## src/rtl/uart_pkg.sv

```systemverilog
// Shared UART definitions used by both the transmitter and the receiver.
package uart_pkg;

  // Frame sequencing states, common to TX and RX.
  typedef enum logic [2:0] {
    IDLE      = 3'd0,
    START_BIT = 3'd1,
    DATA      = 3'd2,
    PARITY    = 3'd3,
    STOP_BIT  = 3'd4
  } uart_state_t;

  // Counter width for values 0..n-1, never narrower than one bit.
  function automatic int unsigned cnt_width(input int unsigned n);
    return (n > 1) ? $clog2(n) : 1;
  endfunction

endpackage

```

## src/rtl/uart_tx_ser.sv

```systemverilog
// UART transmit serializer: frames one word per request as
// start bit, LSB-first data, optional parity, one or two stop bits.
// Each bit lasts OVERSAMPLING pulses of the external i_tick strobe.
module uart_tx_ser
  import uart_pkg::*;
#(
  parameter int WORD_WIDTH   = 8,
  parameter int OVERSAMPLING = 16
) (
  input  logic                  i_clk,
  input  logic                  i_rst,
  input  logic                  i_tick,
  input  logic                  i_valid,
  input  logic [WORD_WIDTH-1:0] i_data,
  input  logic                  i_parity,
  input  logic                  i_parity_odd,
  input  logic                  i_stop2,
  output logic                  o_ready,
  output logic                  o_dout,
  output logic                  o_done,
  output logic                  o_active
);

  localparam int TICK_W = cnt_width(OVERSAMPLING);
  localparam int BIT_W  = cnt_width(WORD_WIDTH + 1);
  localparam int IDX_W  = cnt_width(WORD_WIDTH);

  localparam logic [TICK_W-1:0] TICK_MAX  = TICK_W'(OVERSAMPLING - 1);
  localparam logic [BIT_W-1:0]  LAST_DATA = BIT_W'(WORD_WIDTH - 1);

  uart_state_t state_q, state_d;

  logic [TICK_W-1:0]     tick_q, tick_d;
  logic [BIT_W-1:0]      bit_q, bit_d;
  logic [WORD_WIDTH-1:0] data_q, data_d;
  logic                  par_en_q, par_en_d;
  logic                  par_odd_q, par_odd_d;
  logic                  stop2_q, stop2_d;
  logic                  dout_q, dout_d;

  logic                  bit_end;
  logic                  done_c;
  logic                  parity_bit;
  logic [BIT_W-1:0]      last_stop;

  // A bit period ends on the tick that finds the counter already at zero.
  assign bit_end    = i_tick && (tick_q == '0);
  assign parity_bit = (^data_q) ^ par_odd_q;
  assign last_stop  = stop2_q ? BIT_W'(1) : '0;

  // Next-state, counter and latch logic for the frame sequencer.
  always_comb begin
    state_d   = state_q;
    tick_d    = tick_q;
    bit_d     = bit_q;
    data_d    = data_q;
    par_en_d  = par_en_q;
    par_odd_d = par_odd_q;
    stop2_d   = stop2_q;
    done_c    = 1'b0;

    if (state_q != IDLE && i_tick) begin
      tick_d = bit_end ? TICK_MAX : tick_q - 1'b1;
    end

    case (state_q)
      IDLE: begin
        if (i_valid) begin
          state_d   = START_BIT;
          tick_d    = TICK_MAX;
          bit_d     = '0;
          data_d    = i_data;
          par_en_d  = i_parity;
          par_odd_d = i_parity_odd;
          stop2_d   = i_stop2;
        end
      end
      START_BIT: begin
        if (bit_end) begin
          state_d = DATA;
          bit_d   = '0;
        end
      end
      DATA: begin
        if (bit_end) begin
          if (bit_q == LAST_DATA) begin
            bit_d   = '0;
            state_d = par_en_q ? PARITY : STOP_BIT;
          end else begin
            bit_d = bit_q + 1'b1;
          end
        end
      end
      PARITY: begin
        if (bit_end) begin
          state_d = STOP_BIT;
          bit_d   = '0;
        end
      end
      STOP_BIT: begin
        if (bit_end) begin
          if (bit_q == last_stop) begin
            state_d = IDLE;
            tick_d  = '0;
            bit_d   = '0;
            done_c  = 1'b1;
          end else begin
            bit_d = bit_q + 1'b1;
          end
        end
      end
      default: begin
        state_d = IDLE;
        tick_d  = '0;
        bit_d   = '0;
      end
    endcase
  end

  // Line level for the upcoming cycle, derived from the next state so the
  // registered output lines up with the state register.
  always_comb begin
    dout_d = 1'b1;
    case (state_d)
      START_BIT: dout_d = 1'b0;
      DATA:      dout_d = data_d[bit_d[IDX_W-1:0]];
      PARITY:    dout_d = parity_bit;
      default:   dout_d = 1'b1;
    endcase
  end

  // State, counters, latched frame config and the registered line.
  always_ff @(posedge i_clk) begin
    if (i_rst) begin
      state_q   <= IDLE;
      tick_q    <= '0;
      bit_q     <= '0;
      data_q    <= '0;
      par_en_q  <= 1'b0;
      par_odd_q <= 1'b0;
      stop2_q   <= 1'b0;
      dout_q    <= 1'b1;
    end else begin
      state_q   <= state_d;
      tick_q    <= tick_d;
      bit_q     <= bit_d;
      data_q    <= data_d;
      par_en_q  <= par_en_d;
      par_odd_q <= par_odd_d;
      stop2_q   <= stop2_d;
      dout_q    <= dout_d;
    end
  end

  // o_done is flagged on the STOP_BIT->IDLE transition cycle itself so the
  // following cycle is already IDLE; a reset in that cycle suppresses it.
  assign o_done   = done_c && !i_rst;
  assign o_ready  = (state_q == IDLE);
  assign o_active = !o_ready;
  assign o_dout   = dout_q;

endmodule

```

## config.mk

```make
export PLATFORM = sky130hd
export DESIGN_NAME = uart_tx_ser
export DESIGN_NICKNAME = d
export VERILOG_FILES = /design/src/rtl/uart_pkg.sv /design/src/rtl/uart_tx_ser.sv
export SDC_FILE = /design/constraint.sdc
export NUM_CORES = 1
export LEC_CHECK = 0
export CORE_MARGIN = 4
export CORE_UTILIZATION = 25
export DETAILED_ROUTE_END_ITERATION = 7
export PLACE_DENSITY = 0.55
export SYNTH_ARGS = -nofsm -noshare
export SYNTH_HDL_FRONTEND = slang
export SYNTH_SLANG_ARGS = --single-unit
```

## constraint.sdc

```tcl
create_clock -name i_clk -period 3.05 [get_ports i_clk]
set_input_delay 0.915 -clock i_clk [delete_from_list [all_inputs] [get_ports i_clk]]
set_output_delay 0.915 -clock i_clk [all_outputs]
set_load 0.1 [all_outputs]
```

==> impl_metrics.json, run 1 <==
{
  "maxSlewViolCount": 0,
  "slew_headroom": 0.674,
  "diodes": 0,
  "synth_seq_area_share": 0.337,
  "ant_nets": 0,
  "gr-usage-met1": 0.151,
  "synthArstFlopShare": 0,
  "drt-total-wl_um": 3250,
  "grtUsageMet3": 0.0175,
  "pin_count": 19,
  "ys_seq_elements": 23,
  "fmax_mhz": 357,
  "outcome": "complete, no violations",
  "crit_path_start_kind": "input pin",
  "rows": 26,
  "worstPathArrival_ns": 1.89,
  "holdBufCountCts": 0,
  "syn_to_final_growth_pct": 30.7,
  "layout-drive-gt1-share": 0.184,
  "grt_overflow": 0,
  "grt-busiest-layer": "met2",
  "vias": 1305,
  "p_leak_nw": 0.658,
  "synthDistinctLibCells": 42,
  "cts_inserted_buffers": 3,
  "drt_iter0_drc": 120,
  "use_met2": 0.160,
  "fin_crit_ns": 2.80,
  "clock_latency_ns": 0.26,
  "n_fill_cell": 589,
  "grt_pass1_wl_um": 5540,
  "cts-root-buf": "clkbuf_8",
  "via_per_inst": 4.73,
  "wl_per_cell_um": 11.8,
  "synthFlopType": "dfxtp_1",
  "worstPathMaxFanout": 2,
  "htree_num_levels": 1,
  "rsz0062_at_grt": "false",
  "grt_pass1_vias": 1202,
  "cts.sinks": 23,
  "dp_hpwl_um": 2560,
  "die_h_um": 81.9,
  "design.core.area_mm2": 0.00520,
  "dr.pass1.iters": 4,
  "syn_avg_cell_area_um2": 7.71,
  "skew_ns": 0.00616,
  "grt_max_degree": 15,
  "dieArea_mm2": 0.00671,
  "hold_class": "flip-flop to flip-flop",
  "path_clk_slew_ns": 0.09,
  "antenna_found_initial": 0,
  "mostFrequentLayoutCells": "28 x nand2_1, 23 x dfxtp_1, 20 x nor2_1, 20 x a21oi_1, 17 x buf_4",
  "synth_edf_count": 0,
  "power_density_mw_per_mm2": 421,
  "syn-instance-count": 177,
  "die_w_um": 81.9,
  "port_buffers": 18,
  "finalCritPeriodShare": 0.919,
  "cp.required_ns": 2.13,
  "tightestPinTransition_ns": 0.483,
  "gp_congestion": 0.862,
  "netlist_area_mm2": 0.00137,
  "path_class": "input pin to primary output",
  "yosys_warnings": 0,
  "end_kind": "primary output",
  "syn-num-nets": 195,
  "maxCapViolCount": 0,
  "cts_tree": "done",
  "final_common_cell": "nand2_1",
  "setup_slack_ns": 0.247,
  "setup_viol": 0,
  "cts_buffer_depth": 2,
  "fin_nets": 225,
  "drc_errors": 0,
  "final_util": 0.343,
  "place_ws_ns": -0.0645,
  "peakVddDrop_v": 0.000153,
  "hold_viol": 0,
  "grt_use_total": 0.106,
  "start_util": 0.262
}
[power breakdown]
group,total [mW],internal (mW),switching (mW),leakage [nW]
sequential,0.342,0.321,0.0214,0.189
combinational,0.220,0.0970,0.123,0.443
clock,0.189,0.0912,0.0981,0.0255
[cells in the mapped netlist (3+ instances only)]
cell type / count / area [um2]
nand2_1: 29 / 109
dfxtp_1: 23 / 460
a21oi_1: 20 / 100
nor2_1: 20 / 75.1
xnor2_1: 9 / 78.8
nor3_1: 8 / 40.0
o21ai_0: 8 / 40.0
inv_1: 7 / 26.3
nand3_1: 5 / 25.0
a211oi_1: 4 / 30.0
clkbuf_1: 4 / 15.0
ha_1: 3 / 37.5
o31ai_1: 3 / 22.5
[state kept, by name, summed over array words and instances (netlist names)]
register / flops
bit_q: 4
data_q: 8
o_dout: 1
par_en_q: 1
par_odd_q: 1
state_q: 3
stop2_q: 1
tick_q: 4
[area by class of cell]
type,instances,area (um2),area share
flip-flops and latches,23,460,0.258
well taps,70,87.6,0.0491
multi-input cells,139,857,0.480
inverters,7,26.3,0.0147
clock inverters,1,5.00,0.00281
repair buffers,33,307,0.172
clock buffers,3,41.3,0.0231
[cells by family after synthesis]
kind of cell	after synthesis	share of synthesized area
compound gates	46	0.214
mux	3	0.0312
buf+inv	15	0.0513
flops	23	0.337
simple gates	77	0.275
fa+ha+maj	3	0.0275
xor+xnor	10	0.0642
[worst max-delay path, stage by stage]
cell and delay [ns]:
clkdlybuf4s50_1 0.52, nor3_4 0.26, buf_12 0.20
[layer usage]
metal	vias up	share of wire
met2	28	0.44
met1	588	0.51
met4	0	0.014
met5	-	0
met3	5	0.041
li1	684	-
[stage by stage]
stage | power, mW | std cells | hold WS [ns] | instance area (um2) | setup TNS, ns
2_1_floorplan | 0.496 | 177 | 0.448 | 1380 | 0
3_3_place_gp | 0.568 | 271 | 0.467 | 1720 | -0.0658
3_5_place_dp | 0.567 | 271 | 0.467 | 1720 | -0.0933
4_1_cts | 0.762 | 276 | 0.479 | 1780 | 0
5_1_grt | 0.796 | 276 | 0.517 | 1780 | 0
6_report | 0.752 | 276 | 0.478 | 1780 | 0
[path summary, 6_finish.rpt]
check,from,slack (ns),endpoint,depth (start not counted)
min,par_odd_q,0.48,par_odd_q,2
min reg2reg,par_odd_q,0.48,par_odd_q,2
max reg2reg,tick_q[0],0.67,o_dout,10
max,i_rst,0.25,o_done,3
[timing repair]
action	CTS	global route
buffers inserted	1	0
gates resized for setup	2	0
endpoints found under the setup margin	1	0
No activity file was read; power rests on OpenSTA's default activity.
==> run 2, diff against run 1 <==
--- a/config.mk
+++ b/config.mk
@@ -5,7 +5,7 @@
 export SDC_FILE = /design/constraint.sdc
 export NUM_CORES = 1
 export LEC_CHECK = 0
-export CORE_MARGIN = 4
+export CORE_MARGIN = 2
 export CORE_UTILIZATION = 25
 export DETAILED_ROUTE_END_ITERATION = 7
 export PLACE_DENSITY = 0.55
==> run 2 against run 1 <==
Against the previous run: via count fell by 0.46%; worst setup slack improved by 0.011 ns; non-clock buffer count fell by 1; design area shrank 0.42%; critical endpoint unchanged; total power rose by 0.81%; sequential power hardly changed; hold slack worse by 0.0037 ns; cell count down 0.36%; highest routed layer unchanged; clock skew shrank 0.0013 ns; first-iteration DRC count shrank 33%.
==> impl_metrics.json, run 2 (synthesized netlist as in run 1, its figures left out) <==
{
  "outcome": "complete, no violations",
  "finalSetupTns_ns": 0,
  "worstPathMaxFanout": 2,
  "worst_r2r_startpoint": "bit_q[0]",
  "wl_per_cell_um": 12.2,
  "final_util": 0.343,
  "gp_congestion": 0.907,
  "peakVddDrop_v": 0.000336,
  "holdBufCountCts": 0,
  "syn_to_final_growth_pct": 30.2,
  "top_register": "data_q",
  "n_fill_cell": 550,
  "r2r_end": "o_dout",
  "grt_max_degree": 15,
  "fin_nets": 224,
  "design.core.area_mm2": 0.00517,
  "fmax_mhz": 358,
  "grt_use_total": 0.114,
  "r2r_cells": 8,
  "setup_viol": 0,
  "worstPathArrival_ns": 1.88,
  "path_clk_slew_ns": 0.08,
  "vias": 1299,
  "maxSlewViolCount": 0,
  "end_kind": "primary output",
  "endpoint": "o_done",
  "maxCapViolCount": 0,
  "dp_hpwl_um": 2530,
  "r2r_slack_ns": 0.64,
  "fin_crit_ns": 2.79,
  "cts_tree": "done",
  "die_h_um": 77.9,
  "rsz0062_at_grt": "false",
  "cts.sinks": 23,
  "diodes": 0,
  "port_buffers": 18,
  "dieArea_mm2": 0.00607,
  "clock_latency_ns": 0.27,
  "via_per_inst": 4.72,
  "cp.required_ns": 2.13,
  "path_class": "input pin to primary output",
  "drt-total-wl_um": 3360,
  "p_leak_nw": 0.655,
  "antenna_found_initial": 0,
  "rows": 26,
  "htree_num_levels": 1,
  "largest_reg_flops": 8,
  "slew_headroom": 0.666,
  "drc_errors": 0,
  "ant_nets": 0,
  "cts-root-buf": "clkbuf_8",
  "drt_iter0_drc": 81,
  "power_density_mw_per_mm2": 426,
  "hold_class": "flip-flop to flip-flop",
  "die_w_um": 77.9,
  "hold_viol": 0,
  "layout-drive-gt1-share": 0.180,
  "tightestPinTransition_ns": 0.501,
  "skew_ns": 0.00485,
  "grt_overflow": 0,
  "grt_pass1_wl_um": 5640,
  "finalCritPeriodShare": 0.915,
  "mostFrequentLayoutCells": "28 x nand2_1, 23 x dfxtp_1, 20 x nor2_1, 20 x a21oi_1, 16 x buf_4",
  "cp-startpoint": "i_tick",
  "reg_top3": "data_q: 8 flops, bit_q: 4 flops, tick_q: 4 flops",
  "dr.pass1.iters": 4,
  "grt_pass1_vias": 1233,
  "final_common_cell": "nand2_1",
  "start_util": 0.264,
  "pin_count": 19,
  "cts_buffer_depth": 2,
  "crit_path_start_kind": "input pin",
  "cts_inserted_buffers": 3
}
## run 2: changes by cell type in the layout (fill, tap and decap cells not counted)
cell and change:
buf_4 -1
## run 2: cell type report
cell class                      instances  area (um2)  area share
Tap cell                               70        87.6      0.0493
Timing Repair Buffer                   32         299       0.168
Inverter                                7        26.3      0.0148
Multi-Input combinational cell        139         857       0.482
Clock inverter                          1        5.00     0.00282
Clock buffer                            3        41.3      0.0232
Sequential cell                        23         460       0.259
## run 2: how the worst min path moves through the flow
stage,slack (ns),startpoint,endpoint,cells past startpoint
after floorplan,0.45,stop2_q,stop2_q,2
after global placement,0.46,stop2_q,stop2_q,2
after detailed placement,0.47,par_odd_q,par_odd_q,2
after CTS,0.48,par_odd_q,par_odd_q,2
after global routing,0.51,par_odd_q,par_odd_q,2
final,0.47,par_odd_q,par_odd_q,2
## run 2: what timing repair did
action                                  in CTS  in global routing
endpoints found under the setup margin       1                  0
setup buffers                                2                  0
gates resized for setup                      2                  0
## run 2: per-layer routing
layer  vias up  track usage  routed length [um]
met5         -            0                   0
met4         0       0.0211                  17
met3         2       0.0302                 201
met2        30        0.186                1530
met1       589        0.152                1610
li1        678            -                   -
## run 2: through the flow
step | std cells | instance area, um2 | hold slack, ns | power (mW) | setup WS [ns]
2_1_floorplan | 177 | 1380 | 0.448 | 0.496 | 0.0461
3_3_place_gp | 269 | 1710 | 0.458 | 0.567 | -0.0436
3_5_place_dp | 269 | 1710 | 0.467 | 0.567 | -0.0767
4_1_cts | 275 | 1780 | 0.480 | 0.772 | 0.253
5_1_grt | 275 | 1780 | 0.514 | 0.805 | 0.217
6_report | 275 | 1780 | 0.474 | 0.758 | 0.258
## run 2: worst max-delay path, stage by stage
cell and delay (ns):
dlygate4sd2_1 0.21, and4bb_2 0.28, nand3b_4 0.10, nor3_4 0.17, buf_12 0.20
## run 2: power breakdown
part | leakage, nW | internal [mW] | switching, mW
Sequential | 0.189 | 0.321 | 0.0221
Clock | 0.0255 | 0.0913 | 0.102
Combinational | 0.441 | 0.0978 | 0.123
Total | 0.655 | 0.510 | 0.248
==> run 3, diff against run 2 <==
--- a/config.mk
+++ b/config.mk
@@ -8,6 +8,7 @@
 export CORE_MARGIN = 2
 export CORE_UTILIZATION = 25
 export DETAILED_ROUTE_END_ITERATION = 7
+export MAX_ROUTING_LAYER = met4
 export PLACE_DENSITY = 0.55
 export SYNTH_ARGS = -nofsm -noshare
 export SYNTH_HDL_FRONTEND = slang
==> run 3 against run 2 <==
Against the previous run: wire length increased by 0.15%; total power is essentially flat; non-clock buffer count did not move; count of clock-buffer cells in the layout did not move; critical path depth unchanged; critical endpoint unchanged; largest cell class unchanged; design area is the same; largest power group unchanged; utilization did not move.
==> impl_metrics.json, run 3 (synthesized netlist as in run 1, its figures left out) <==
{
  "outcome": "complete, no violations",
  "drt-total-wl_um": 3360,
  "cts-root-buf": "clkbuf_8",
  "hold_class": "flip-flop to flip-flop",
  "hold_depth": 2,
  "cpMaxStageDelayCell": "and4bb_2",
  "hold_viol": 0,
  "fin_cells": 275,
  "fin_crit_ns": 2.79,
  "reg_top3": "data_q: 8 flops, bit_q: 4 flops, tick_q: 4 flops",
  "dieArea_mm2": 0.00607,
  "path_cells": "dlygate4sd2_1, and4bb_2, nand3b_4, nor3_4, buf_12",
  "setup_viol": 0,
  "top_register": "data_q",
  "cts_buffer_depth": 2,
  "clock_latency_ns": 0.27,
  "drc_errors": 0,
  "dpl.cell_count": 269,
  "fin_nets": 224,
  "worstPathArrival_ns": 1.88,
  "n_fill_cell": 550,
  "internal-power_mw": 0.510,
  "power_switching_mw": 0.248,
  "pwr-share-clk": 0.256,
  "grt_pass1_vias": 1232,
  "diodes": 0,
  "grt-busiest-layer": "met2",
  "power_frac_seq": 0.453,
  "tightestPinTransition_ns": 0.501,
  "cts.sinks": 23,
  "total_power_mw": 0.758,
  "syn_to_final_growth_pct": 30.2,
  "via_per_inst": 4.72,
  "grtUsageMet3": 0.0302,
  "layout-drive-gt1-share": 0.180,
  "die_w_um": 77.9,
  "start_util": 0.264,
  "maxSlewViolCount": 0,
  "worstPathMaxFanout": 2,
  "cp-startpoint": "i_tick",
  "drt_iter0_drc": 81,
  "dr.pass1.iters": 4,
  "slowest_delay_ns": 0.28,
  "p_leak_nw": 0.655,
  "final_common_cell": "nand2_1",
  "cts_inserted_buffers": 3,
  "gp_congestion": 0.923,
  "maxCapViolCount": 0,
  "cp.required_ns": 2.13,
  "netSwitchingFraction": 0.327,
  "wl_per_cell_um": 12.2,
  "grt_overflow": 0,
  "hold_start": "par_odd_q",
  "final_util": 0.343,
  "crit_path_start_kind": "input pin",
  "design.core.area_mm2": 0.00517,
  "p_comb_frac": 0.292,
  "path_class": "input pin to primary output",
  "worst_r2r_startpoint": "bit_q[0]",
  "grt_max_degree": 15,
  "r2r_slack_ns": 0.64,
  "mostFrequentLayoutCells": "28 x nand2_1, 23 x dfxtp_1, 20 x nor2_1, 20 x a21oi_1, 16 x buf_4",
  "fmax_mhz": 358,
  "skew_ns": 0.00481,
  "pin_count": 19,
  "peakVddDrop_v": 0.000336,
  "die_h_um": 77.9,
  "htree_num_levels": 1,
  "antenna_found_initial": 0,
  "vias": 1297,
  "largest_reg_flops": 8,
  "finalCritPeriodShare": 0.915,
  "gr-usage-met1": 0.152,
  "end_kind": "primary output",
  "path_clk_slew_ns": 0.08,
  "use_met2": 0.186,
  "power_density_mw_per_mm2": 426,
  "ant_nets": 0,
  "cts_tree": "done",
  "port_buffers": 18,
  "slew_headroom": 0.666,
  "grt_pass1_wl_um": 5640,
  "dp_hpwl_um": 2530,
  "rsz0062_at_grt": "false",
  "r2r_cells": 8,
  "rows": 26,
  "grt_use_total": 0.117
}
[run 3: power groups by stage]
| stage | registers, mW | clock network [mW] | logic, mW |
|---|---|---|---|
| after floorplan | 0.353 | 0 | 0.143 |
| after global placement | 0.350 | 0 | 0.217 |
| after detailed placement | 0.350 | 0 | 0.217 |
| after CTS | 0.343 | 0.206 | 0.223 |
| after global routing | 0.346 | 0.216 | 0.244 |
| final | 0.343 | 0.194 | 0.221 |
[run 3: routing by layer]
layer	vias up	wire [um]	part of all wire
met3	2	214	0.064
met2	29	1530	0.46
met4	0	17	0.0051
met1	589	1600	0.48
met5	-	0	0
li1	677	-	-
[run 3: final cells by class]
class	instances	area, um2	area share
clock buffer	3	41.3	0.0232
sequential	23	460	0.259
tap	70	87.6	0.0493
multi-input combinational	139	857	0.482
timing repair buffer	32	299	0.168
inverter	7	26.3	0.0148
clock inverter	1	5.00	0.00282
[run 3: worst paths after layout]
kind,to
max reg2reg,o_dout
max,o_done
min,par_odd_q
min reg2reg,par_odd_q
[run 3: critical path, delay by kind of cell]
family / cells / cell delay [ns]
and+or+nand+nor: 3 / 0.55
buffers and inverters: 2 / 0.41
[run 3: what timing repair did]
action | 4_1_cts | 5_1_grt
setup buffers | 2 | 0
hold buffers | 0 | 0
gates resized for setup | 2 | 0
setup endpoints to repair | 1 | 0
[run 3: metrics by stage]
stage               hold WS [ns]  cell area, um2  TNS, ns  worst slack, ns
floorplan                  0.448            1380        0           0.0461
global placement           0.458            1710  -0.0436          -0.0436
detailed placement         0.467            1710  -0.0906          -0.0767
CTS                        0.480            1780        0            0.253
global route               0.514            1780        0            0.217
finish                     0.474            1780        0            0.258
